[config.mk]
export PLATFORM = sky130hd
export DESIGN_NAME = pipeline_hazard_controller_flat
export DESIGN_NICKNAME = d
export VERILOG_FILES = /design/src/rtl/pipeline_hazard_controller_pkg.sv /design/src/rtl/pipeline_hazard_controller_if.sv /design/src/rtl/pipeline_hazard_controller_load_use_detect.sv /design/src/rtl/pipeline_hazard_controller.sv /design/src/flat_wrapper.sv
export SDC_FILE = /design/constraint.sdc
export NUM_CORES = 1
export LEC_CHECK = 0
export CORE_ASPECT_RATIO = 1.25
export CORE_UTILIZATION = 46
export DETAILED_ROUTE_END_ITERATION = 7
export MAX_ROUTING_LAYER = met4
export PLACE_DENSITY = 0.93
export SYNTH_ARGS = -nofsm -noshare
export SYNTH_HDL_FRONTEND = slang
export SYNTH_SLANG_ARGS = --single-unit
[constraint.sdc]
create_clock -name clk -period 5.21 [get_ports clk]
set_clock_uncertainty 0.05 [all_clocks]
set_input_delay 1.563 -clock clk [delete_from_list [all_inputs] [get_ports clk]]
set_output_delay 1.563 -clock clk [all_outputs]
set_load 0.02 [all_outputs]
[src/rtl/pipeline_hazard_controller_pkg.sv]
// Shared types and encodings for the decode-stage hazard sequencer.
package pipeline_hazard_controller_pkg;

   localparam int unsigned REG_W = 4;

   typedef enum logic [1:0] {
      ST_RUN     = 2'b00,
      ST_MEMWAIT = 2'b01,
      ST_DRAIN   = 2'b10
   } ctrl_state_t;

   localparam logic [1:0] FT_REG    = 2'b00;
   localparam logic [1:0] FT_MEM    = 2'b01;
   localparam logic [1:0] FT_BRANCH = 2'b10;
   localparam logic [1:0] FT_KERNEL = 2'b11;

   localparam logic [1:0] FC_LDR     = 2'b00;
   localparam logic [1:0] FC_STR     = 2'b01;
   localparam logic [1:0] FC_CACHEWR = 2'b10;

   localparam logic [REG_W-1:0] ZERO_REG = 4'd15;

endpackage

[src/rtl/pipeline_hazard_controller_if.sv]
// Pipeline-side signals of the hazard controller; the controller is the slave.
interface pipeline_hazard_controller_if #(
   parameter int unsigned CNT_W = 16
);
   import pipeline_hazard_controller_pkg::*;

   logic             id_valid;
   logic [1:0]       id_funtype;
   logic [1:0]       id_funcode;
   logic [REG_W-1:0] id_ropa;
   logic [REG_W-1:0] id_ropb;
   logic             id_ropa_is_reg;
   logic             id_ropb_is_reg;
   logic [REG_W-1:0] id_rd;
   logic             ex_valid;
   logic             ex_memrd;
   logic [REG_W-1:0] ex_rd;
   logic             branch_taken;
   logic             mem_req;
   logic             mem_ready;

   logic             pc_we;
   logic             ifid_we;
   logic             ifid_flush;
   logic             idex_bubble;
   logic             exmem_hold;
   logic [1:0]       state_o;
   logic [CNT_W-1:0] stall_cycles;

   modport master (
      output id_valid, id_funtype, id_funcode, id_ropa, id_ropb,
             id_ropa_is_reg, id_ropb_is_reg, id_rd, ex_valid, ex_memrd,
             ex_rd, branch_taken, mem_req, mem_ready,
      input  pc_we, ifid_we, ifid_flush, idex_bubble, exmem_hold,
             state_o, stall_cycles
   );

   modport slave (
      input  id_valid, id_funtype, id_funcode, id_ropa, id_ropb,
             id_ropa_is_reg, id_ropb_is_reg, id_rd, ex_valid, ex_memrd,
             ex_rd, branch_taken, mem_req, mem_ready,
      output pc_we, ifid_we, ifid_flush, idex_bubble, exmem_hold,
             state_o, stall_cycles
   );

endinterface

[src/rtl/pipeline_hazard_controller_load_use_detect.sv]
// Combinational load-use compare between decode operands and an in-flight load.
module load_use_detect
   import pipeline_hazard_controller_pkg::*;
(
   input  logic             id_valid,
   input  logic [1:0]       id_funtype,
   input  logic [1:0]       id_funcode,
   input  logic [REG_W-1:0] id_ropa,
   input  logic [REG_W-1:0] id_ropb,
   input  logic             id_ropa_is_reg,
   input  logic             id_ropb_is_reg,
   input  logic [REG_W-1:0] id_rd,
   input  logic             ex_valid,
   input  logic             ex_memrd,
   input  logic [REG_W-1:0] ex_rd,
   output logic             luse
);

   logic id_is_store;
   logic any_match;

   assign id_is_store = (id_funtype == FT_MEM) && (id_funcode == FC_STR);

   // Store data is read through RD, so it counts as a source operand.
   assign any_match = (id_ropa_is_reg && (id_ropa == ex_rd))
                   || (id_ropb_is_reg && (id_ropb == ex_rd))
                   || (id_is_store    && (id_rd   == ex_rd));

   assign luse = id_valid && ex_valid && ex_memrd && (ex_rd != ZERO_REG) && any_match;

endmodule

[src/rtl/pipeline_hazard_controller.sv]
// Decode-stage sequencer: load-use bubbles, memory-wait freeze, branch flush,
// cache-write drain and a saturating stall-cycle counter.
module pipeline_hazard_controller
   import pipeline_hazard_controller_pkg::*;
#(
   parameter int unsigned DRAIN_CYCLES = 3,
   parameter int unsigned CNT_W        = 16
) (
   input logic                          clk,
   input logic                          rst,
   pipeline_hazard_controller_if.slave  bus
);

   localparam int unsigned DW = (DRAIN_CYCLES < 2) ? 1 : $clog2(DRAIN_CYCLES);

   ctrl_state_t      state_q, state_d;
   logic [DW-1:0]    cnt_q, cnt_d;
   logic [CNT_W-1:0] stall_q;

   logic luse, mwait, cwr;
   logic pc_we_c, ifid_we_c, ifid_flush_c, idex_bubble_c, exmem_hold_c;

   load_use_detect u_luse (
      .id_valid       (bus.id_valid),
      .id_funtype     (bus.id_funtype),
      .id_funcode     (bus.id_funcode),
      .id_ropa        (bus.id_ropa),
      .id_ropb        (bus.id_ropb),
      .id_ropa_is_reg (bus.id_ropa_is_reg),
      .id_ropb_is_reg (bus.id_ropb_is_reg),
      .id_rd          (bus.id_rd),
      .ex_valid       (bus.ex_valid),
      .ex_memrd       (bus.ex_memrd),
      .ex_rd          (bus.ex_rd),
      .luse           (luse)
   );

   assign mwait = bus.mem_req && !bus.mem_ready;
   assign cwr   = bus.id_valid && (bus.id_funtype == FT_KERNEL) && (bus.id_funcode == FC_CACHEWR);

   // State, drain counter and stall counter.
   always_ff @(posedge clk or posedge rst) begin
      if (rst) begin
         state_q <= ST_RUN;
         cnt_q   <= '0;
         stall_q <= '0;
      end else begin
         state_q <= state_d;
         cnt_q   <= cnt_d;
         if (!pc_we_c && (stall_q != '1)) stall_q <= stall_q + CNT_W'(1);
      end
   end

   // Next state and same-cycle pipeline controls.
   always_comb begin
      state_d       = state_q;
      cnt_d         = cnt_q;
      pc_we_c       = 1'b1;
      ifid_we_c     = 1'b1;
      ifid_flush_c  = 1'b0;
      idex_bubble_c = 1'b0;
      exmem_hold_c  = 1'b0;

      case (state_q)
         ST_RUN, ST_MEMWAIT: begin
            if (mwait) begin
               pc_we_c      = 1'b0;
               ifid_we_c    = 1'b0;
               exmem_hold_c = 1'b1;
               state_d      = ST_MEMWAIT;
            end else if (luse) begin
               pc_we_c       = 1'b0;
               ifid_we_c     = 1'b0;
               idex_bubble_c = 1'b1;
               state_d       = ST_RUN;
            end else if (cwr) begin
               pc_we_c       = 1'b0;
               ifid_we_c     = 1'b0;
               idex_bubble_c = 1'b1;
               cnt_d         = DW'(DRAIN_CYCLES - 1);
               state_d       = ST_DRAIN;
            end else begin
               ifid_flush_c = bus.branch_taken;
               state_d      = ST_RUN;
            end
         end
         ST_DRAIN: begin
            if (mwait) begin
               pc_we_c       = 1'b0;
               ifid_we_c     = 1'b0;
               idex_bubble_c = 1'b1;
               exmem_hold_c  = 1'b1;
            end else if (cnt_q != '0) begin
               pc_we_c       = 1'b0;
               ifid_we_c     = 1'b0;
               idex_bubble_c = 1'b1;
               cnt_d         = cnt_q - DW'(1);
            end else begin
               state_d = ST_RUN;
            end
         end
         default: state_d = ST_RUN;
      endcase

      // Reset forces a safe frozen pipe regardless of state.
      if (rst) begin
         pc_we_c       = 1'b0;
         ifid_we_c     = 1'b0;
         ifid_flush_c  = 1'b0;
         idex_bubble_c = 1'b1;
         exmem_hold_c  = 1'b0;
      end
   end

   assign bus.pc_we        = pc_we_c;
   assign bus.ifid_we      = ifid_we_c;
   assign bus.ifid_flush   = ifid_flush_c;
   assign bus.idex_bubble  = idex_bubble_c;
   assign bus.exmem_hold   = exmem_hold_c;
   assign bus.state_o      = state_q;
   assign bus.stall_cycles = stall_q;

endmodule
[src/flat_wrapper.sv]
// flat-port wrapper written by rule: the top's interface ports become plain ports
module pipeline_hazard_controller_flat import pipeline_hazard_controller_pkg::*;
#(
   parameter int unsigned DRAIN_CYCLES = 3,
   parameter int unsigned CNT_W        = 16
)
  (clk, rst, bus_id_valid, bus_id_funtype, bus_id_funcode, bus_id_ropa, bus_id_ropb, bus_id_ropa_is_reg, bus_id_ropb_is_reg, bus_id_rd, bus_ex_valid, bus_ex_memrd, bus_ex_rd, bus_branch_taken, bus_mem_req, bus_mem_ready, bus_pc_we, bus_ifid_we, bus_ifid_flush, bus_idex_bubble, bus_exmem_hold, bus_state_o, bus_stall_cycles);
  pipeline_hazard_controller_if #(.CNT_W(CNT_W)) bus_i ();
  input logic clk;
  input logic rst;
  input wire logic [$bits(bus_i.id_valid)-1:0] bus_id_valid;
  input wire logic [$bits(bus_i.id_funtype)-1:0] bus_id_funtype;
  input wire logic [$bits(bus_i.id_funcode)-1:0] bus_id_funcode;
  input wire logic [$bits(bus_i.id_ropa)-1:0] bus_id_ropa;
  input wire logic [$bits(bus_i.id_ropb)-1:0] bus_id_ropb;
  input wire logic [$bits(bus_i.id_ropa_is_reg)-1:0] bus_id_ropa_is_reg;
  input wire logic [$bits(bus_i.id_ropb_is_reg)-1:0] bus_id_ropb_is_reg;
  input wire logic [$bits(bus_i.id_rd)-1:0] bus_id_rd;
  input wire logic [$bits(bus_i.ex_valid)-1:0] bus_ex_valid;
  input wire logic [$bits(bus_i.ex_memrd)-1:0] bus_ex_memrd;
  input wire logic [$bits(bus_i.ex_rd)-1:0] bus_ex_rd;
  input wire logic [$bits(bus_i.branch_taken)-1:0] bus_branch_taken;
  input wire logic [$bits(bus_i.mem_req)-1:0] bus_mem_req;
  input wire logic [$bits(bus_i.mem_ready)-1:0] bus_mem_ready;
  output wire logic [$bits(bus_i.pc_we)-1:0] bus_pc_we;
  output wire logic [$bits(bus_i.ifid_we)-1:0] bus_ifid_we;
  output wire logic [$bits(bus_i.ifid_flush)-1:0] bus_ifid_flush;
  output wire logic [$bits(bus_i.idex_bubble)-1:0] bus_idex_bubble;
  output wire logic [$bits(bus_i.exmem_hold)-1:0] bus_exmem_hold;
  output wire logic [$bits(bus_i.state_o)-1:0] bus_state_o;
  output wire logic [$bits(bus_i.stall_cycles)-1:0] bus_stall_cycles;
  assign bus_i.id_valid = bus_id_valid;
  assign bus_i.id_funtype = bus_id_funtype;
  assign bus_i.id_funcode = bus_id_funcode;
  assign bus_i.id_ropa = bus_id_ropa;
  assign bus_i.id_ropb = bus_id_ropb;
  assign bus_i.id_ropa_is_reg = bus_id_ropa_is_reg;
  assign bus_i.id_ropb_is_reg = bus_id_ropb_is_reg;
  assign bus_i.id_rd = bus_id_rd;
  assign bus_i.ex_valid = bus_ex_valid;
  assign bus_i.ex_memrd = bus_ex_memrd;
  assign bus_i.ex_rd = bus_ex_rd;
  assign bus_i.branch_taken = bus_branch_taken;
  assign bus_i.mem_req = bus_mem_req;
  assign bus_i.mem_ready = bus_mem_ready;
  assign bus_pc_we = bus_i.pc_we;
  assign bus_ifid_we = bus_i.ifid_we;
  assign bus_ifid_flush = bus_i.ifid_flush;
  assign bus_idex_bubble = bus_i.idex_bubble;
  assign bus_exmem_hold = bus_i.exmem_hold;
  assign bus_state_o = bus_i.state_o;
  assign bus_stall_cycles = bus_i.stall_cycles;
  pipeline_hazard_controller #(.DRAIN_CYCLES(DRAIN_CYCLES), .CNT_W(CNT_W)) u_core (.clk(clk), .rst(rst), .bus(bus_i));
endmodule
; After elaboration in Yosys (flattened, before gate mapping)
; Index checks and enable logic that the tools add are counted.
[op_classes]
addsub = 2
n_eq_ne = 17
muxes = 34
reduce_logical = 23
[ops]
columns = operator, n
row1 = two-way mux 1 bit, 20
row2 = two-way mux 2 bit, 10
row3 = "adder 16 x 1 -> 16 bit, second input constant", 1
row4 = "inequality test 16 bit, second input constant", 1
row5 = equality test 4 bit, 3
row6 = logical AND 1 bit, 12
row7 = "inequality test 2 bit, second input constant", 4
row8 = case mux 2 bit (2 select lines), 2
row9 = "equality test 2 x 1 -> 1 bit, second input constant", 3
row10 = "equality test 2 bit, second input constant", 3
row11 = AND reduction 6 bit, 1
row12 = "inequality test 2 x 1 -> 1 bit, second input constant", 2
row13 = "inequality test 4 bit, second input constant", 1
row14 = case mux 1 bit (2 select lines), 2
row15 = nonzero test 2 bit, 2
row16 = OR reduction 3 bit, 1
row17 = zero test 1 bit, 2
row18 = zero test 2 bit, 1
row19 = logical OR 1 bit, 2
row20 = AND reduction 2 bit, 1
row21 = OR reduction 2 bit, 1
row22 = "subtractor 2 x 1 -> 2 bit, second input constant", 1
[totals]
ff_bits = 20
input_bits = 30
word_cells = 79

; Longest topological paths before layout
[depth]
depth_word = 11
depth_mapped = 10

; Hierarchy
; A second synthesis with hierarchy kept.
[hier_totals]
cells_unflattened = 130
area_unflattened_um2 = 1320.0
[modules_own_cells]
columns = mod, n_inst, cells_each, area_each_um2, seq_area_each_um2
row1 = pipeline_hazard_controller, 1, 108, 1132.3, 500.5
row2 = load_use_detect, 1, 22, 187.7, 0.0

; Worst setup path after synthesis
; OpenSTA, ideal clock, no wires.
[synth_path]
kind = input-to-output
startpoint = in bus_id_funcode[1]
endpoint = out bus_pc_we
arrival_time_ps = 3047
required_time_ps = 3597
setup_slack_ps = 550
cell_stages = 7
path_buffers = 2
cell_sequence = nor2b_1 -> and4_4 -> or3_1 -> or4_4 -> nand2_4 -> buf_8 -> buf_4
[synth_via]
elab_chain_cells = 9
word_cells_on_any_way = 12
cone_classes = 2 x eq/ne / 5 x mux / 5 x reduce/logical
[synth_rtl]
columns = item, line_no
row1 = start: declaration, flat_wrapper.sv:13  ; input wire logic [$bits(bus_i.id_funcode)-1:0] bus_id_funcode;
row2 = equality test 2 x 1 -> 1 bit, pipeline_hazard_controller_load_use_detect.sv:22  ; assign id_is_store = (id_funtype == FT_MEM) && (id_funcode == FC_STR);
row3 = logical AND 1 bit, pipeline_hazard_controller_load_use_detect.sv:22
row4 = logical AND 1 bit, pipeline_hazard_controller_load_use_detect.sv:27  ; || (id_is_store && (id_rd == ex_rd));
row5 = logical OR 1 bit, pipeline_hazard_controller_load_use_detect.sv:27
row6 = logical AND 1 bit, pipeline_hazard_controller_load_use_detect.sv:29  ; assign luse = id_valid && ex_valid && ex_memrd && (ex_rd != ZERO_REG) && any_match;
row7 = two-way mux 1 bit * (2 in series), n/a
row8 = case mux 1 bit (2 select lines) *, n/a
row9 = two-way mux 1 bit *, n/a
row10 = end: declaration, flat_wrapper.sv:25  ; output wire logic [$bits(bus_i.pc_we)-1:0] bus_pc_we;
; Mark *: on every way between the ends. The rest lies on a longest branch, timed or not.

; Worst setup path after layout
[layout_path]
startpoint = in bus_id_funcode[1]
endpoint = out bus_pc_we
[layout_via]
elab_chain_cells = 9
word_cells_on_any_way = 12
cone_classes = 2 x eq/ne / 5 x mux / 5 x reduce/logical
[layout_rtl]
columns = item, line_no
row1 = equality test 2 x 1 -> 1 bit, pipeline_hazard_controller_load_use_detect.sv:22
row2 = logical AND 1 bit, pipeline_hazard_controller_load_use_detect.sv:22
row3 = logical AND 1 bit, pipeline_hazard_controller_load_use_detect.sv:27
row4 = logical OR 1 bit, pipeline_hazard_controller_load_use_detect.sv:27
row5 = logical AND 1 bit, pipeline_hazard_controller_load_use_detect.sv:29
row6 = two-way mux 1 bit *, pipeline_hazard_controller.sv:71  ; end else if (luse) begin
row7 = two-way mux 1 bit *, pipeline_hazard_controller.sv:66  ; if (mwait) begin
row8 = case mux 1 bit (2 select lines) *, pipeline_hazard_controller.sv:64  ; case (state_q)
row9 = two-way mux 1 bit *, pipeline_hazard_controller.sv:106  ; if (rst) begin
; Marks and branches as above.

==> out/qor.yml <==
power_and_ir_drop:
  peakVddDrop_uv: 233.0
  p_sw_share_pct: 38.40
  power_switching_mw: 0.2436
  internal_power_mw: 0.3907
  p_per_area_nw_per_um2: 315.3
  total_power_mw: 0.6343
  clock_power_share_pct: 14.5
  combPwrFrac_pct: 46.3
  p_leak_nw: 0.9391
  seqPwrFrac_pct: 39.2
drt:
  drt_pass1_iterations: 4
  dr.first_iter.drc_count: 11
  viasPerCell: 5.418
  totalWireLength_um: 3183
  wire_per_inst_um: 13.72
  vias: 1257
  wl_met2_um: 1680
  drc: 0
  ant_nets: 0
  topRoutingLayerUsed: "met4"
  met1_length_um: 1267
  dr_wl_met3_um: 177
synth:
  netlist.area_leader.share_pct: 38.83
  syn-cell-area_sq_um: 1289
  ys_ff_latch: 20
  synth_warnings: 0
  synth_area_leader_cell: "dfrtp_1"
  synth-edff-count: 0
  async_reset_ff_share_pct: 100.0
  ys_types: 40
  syn_inst: 131
  synth_fp_nets: 163
  synthFlopType: "dfrtp_1"
  yosys-top-cells-area: "dfrtp_1 (39%), xor2_1 (16%), nand2_1 (3.8%)"
  ys_seq_area_share_pct: 38.83
  synth_area_per_cell_sq_um: 9.838
min_path:
  hp-class: "reg2reg"
  min-delay-start: "u_core.bus.stall_cycles[15]"
  holdPathStages: 1
  min_to: "u_core.bus.stall_cycles[15]"
run:
  maxCapViolCount: 0
global_routing:
  grt_overflow: 0
  antenna_found_initial: 0
  grt_first_pass_wirelength_um: 5023
  grt_max_degree: 21
  grt_pass1_vias: 1208
  grt_usage_pct: 22.31
placed_design:
  hpwl_um: 2490
  port_buffers: 52
  gp_congestion: 0.8471
timing:
  period_needed_ns: 5.110
  worst_slew_pin_slew_ns: 0.4356
  relSlewSlack_pct: 70.74
  max_freq_mhz: 195.7
  hold_viol: 0
  slew_violations: 0
  fin_crit_sh_pct: 98.08
  finalSetupViolCount: 0
  timing.setup.tns_ns: 0
cells_and_area:
  insertedDiodeCount: 0
  drive_gt1_share_pct: 16.16
  nNetsFinal: 231
  syn2layout_area_growth_pct: 56.12
clocking:
  cts-buffers-inserted: 3
  cts_tree: "done"
  clock-sinks: 20
  path_clk_slew_ns: 0.11
  h-tree-depth: 1
  clock_path_buffers: 2
  root_buffer: "clkbuf_4"
  clkLatencyLatePin_ns: 0.31
setup_path:
  critPathSlowestCell: "or4_4"
  r2r_slack_ns: 2.74
  r2r-start: "u_core.cnt_q[0]"
  crit_path_start: "bus_id_funcode[1]"
  startpoint_type: "input port"
  crit_type: "in2out"
  critPathMaxStageDelay_ns: 0.44
  required_ns: 3.60
  ff2ff_path_depth: 10
  path_max_fanout: 3
  cp-end-kind: "primary output"
  r2r-end: "u_core.bus.stall_cycles[1]"
  crit_arrival_ns: 3.50
  cp_cell_sequence: "clkdlybuf4s50_1 -> nor2b_1 -> and4_4 -> or3_1 -> or4_4 -> nand2_4 -> dlygate4sd2_1"
floorplan:
  initial_core_util_pct: 48.09
  die_w_um: 49.34
  die_h_um: 61.18
  core_sq_um: 2680
  dieArea_sq_um: 3019
  fp-row-count: 21
  ios: 53
status:
  outcome: "finished, final reports clean"
registers in the layout, indices dropped and copies added, names as in the netlist:
register                 count
u_core.bus.stall_cycles     16
u_core.bus.state_o           2
u_core.cnt_q                 2
area by class of cell:
type	instances	area, sq um
inverter	3	11.26
clock buffer	4	36.28
sequential	20	500.5
tap	34	42.54
fill	213	668.1
timing repair buffer	65	624.3
multi-input combinational	106	797.0
how the worst max path moves through the flow:
stage	end	slack, ns	depth (start not counted)
floorplan	bus_pc_we	0.55	7
global placement	bus_ifid_we	-0.15	7
detailed placement	bus_idex_bubble	-0.18	9
CTS	bus_idex_bubble	0.07	8
global route	bus_idex_bubble	-0.01	9
finish	bus_pc_we	0.1	7
logic make-up (layout without fill, tap and decap cells):
kind of cell / Yosys count / count (layout) / synth area share (%)
AO/OA/AOI/OAI: 11 / 11 / 7.089
XOR/XNOR: 26 / 26 / 17.67
adder cells (fa/ha/maj): 2 / 2 / 1.941
buffers and inverters: 5 / 72 / 2.621
flip-flops: 20 / 20 / 38.83
multiplexers: 1 / 1 / 1.165
AND/OR/NAND/NOR: 66 / 66 / 30.68
power groups by stage:
stage	combinational (mW)	clock, mW	sequential, mW
final	0.294	0.0923	0.248
after global routing	0.319	0.100	0.257
after CTS	0.292	0.0939	0.250
after detailed placement	0.294	0	0.252
after global placement	0.283	0	0.248
after floorplan	0.119	0	0.286
metal layers:
layer | vias up | GRT usage, %
met2 | 63 | 43.84
met1 | 592 | 22.70
met4 | 0 | 7.983
met3 | 7 | 2.963
li1 | 595 | -
met5 | - | -
synth_stat cells, types with 2 or more instances:
master / count
nand2_1: 13
xnor2_1: 3
nand4_1: 3
inv_1: 3
nor4b_1: 4
nor3_1: 4
and3_1: 4
nor4_1: 5
nor2_1: 11
ha_1: 2
nand3_1: 6
dfrtp_1: 20
nor2b_1: 3
xor2_1: 23
a41oi_1: 2
critical path, delay by kind of cell:
| family | cells | cell delay (ns) |
|---|---|---|
| buffers and inverters | 2 | 0.74 |
| AND/OR/NAND/NOR | 5 | 1.19 |
what timing repair did:
item                       CTS  global route
buffers inserted             0             0
pin swaps                    0             1
gates cloned                 0             0
gates resized for setup      4            11
setup endpoints to repair    4             2
hold buffers                 0             0
through the flow:
stage | setup WS (ns) | hold WS (ns) | cell area [sq um] | instances | util (%)
floorplan | 0.5496 | 0.4772 | 1289 | 131 | -
global placement | -0.1497 | 0.4310 | 1927 | 228 | 71.90
detailed placement | -0.1812 | 0.4468 | 1927 | 228 | 71.90
CTS | 0.06573 | 0.4636 | 1958 | 232 | 73.06
global route | -0.01100 | 0.4945 | 2012 | 232 | 75.07
finish | 0.09995 | 0.4626 | 2012 | 232 | 75.07
layout by cell type (no fill, tap or decap), types with 2 or more instances in the layout:
| cell | netlist | final |
|---|---|---|
| nor2b_1 | 3 | 3 |
| dfrtp_1 | 20 | 20 |
| nor2_1 | 11 | 11 |
| nor3_1 | 4 | 4 |
| nor4_1 | 5 | 4 |
| and3_1 | 4 | 4 |
| xor2_1 | 23 | 20 |
| nand4_1 | 3 | 3 |
| clkdlybuf4s50_1 | 0 | 44 |
| a41oi_1 | 2 | 2 |
| nand2_1 | 13 | 13 |
| clkbuf_4 | 0 | 3 |
| buf_4 | 1 | 13 |
| xor2_2 | 0 | 3 |
| nand3_1 | 6 | 6 |
| dlygate4sd2_1 | 0 | 3 |
| inv_1 | 3 | 3 |
| nor4b_1 | 4 | 4 |
| dlymetal6s2s_1 | 0 | 4 |
| xnor2_1 | 3 | 3 |
| ha_1 | 2 | 2 |
Note: power is estimated with default switching activity, not from simulation.
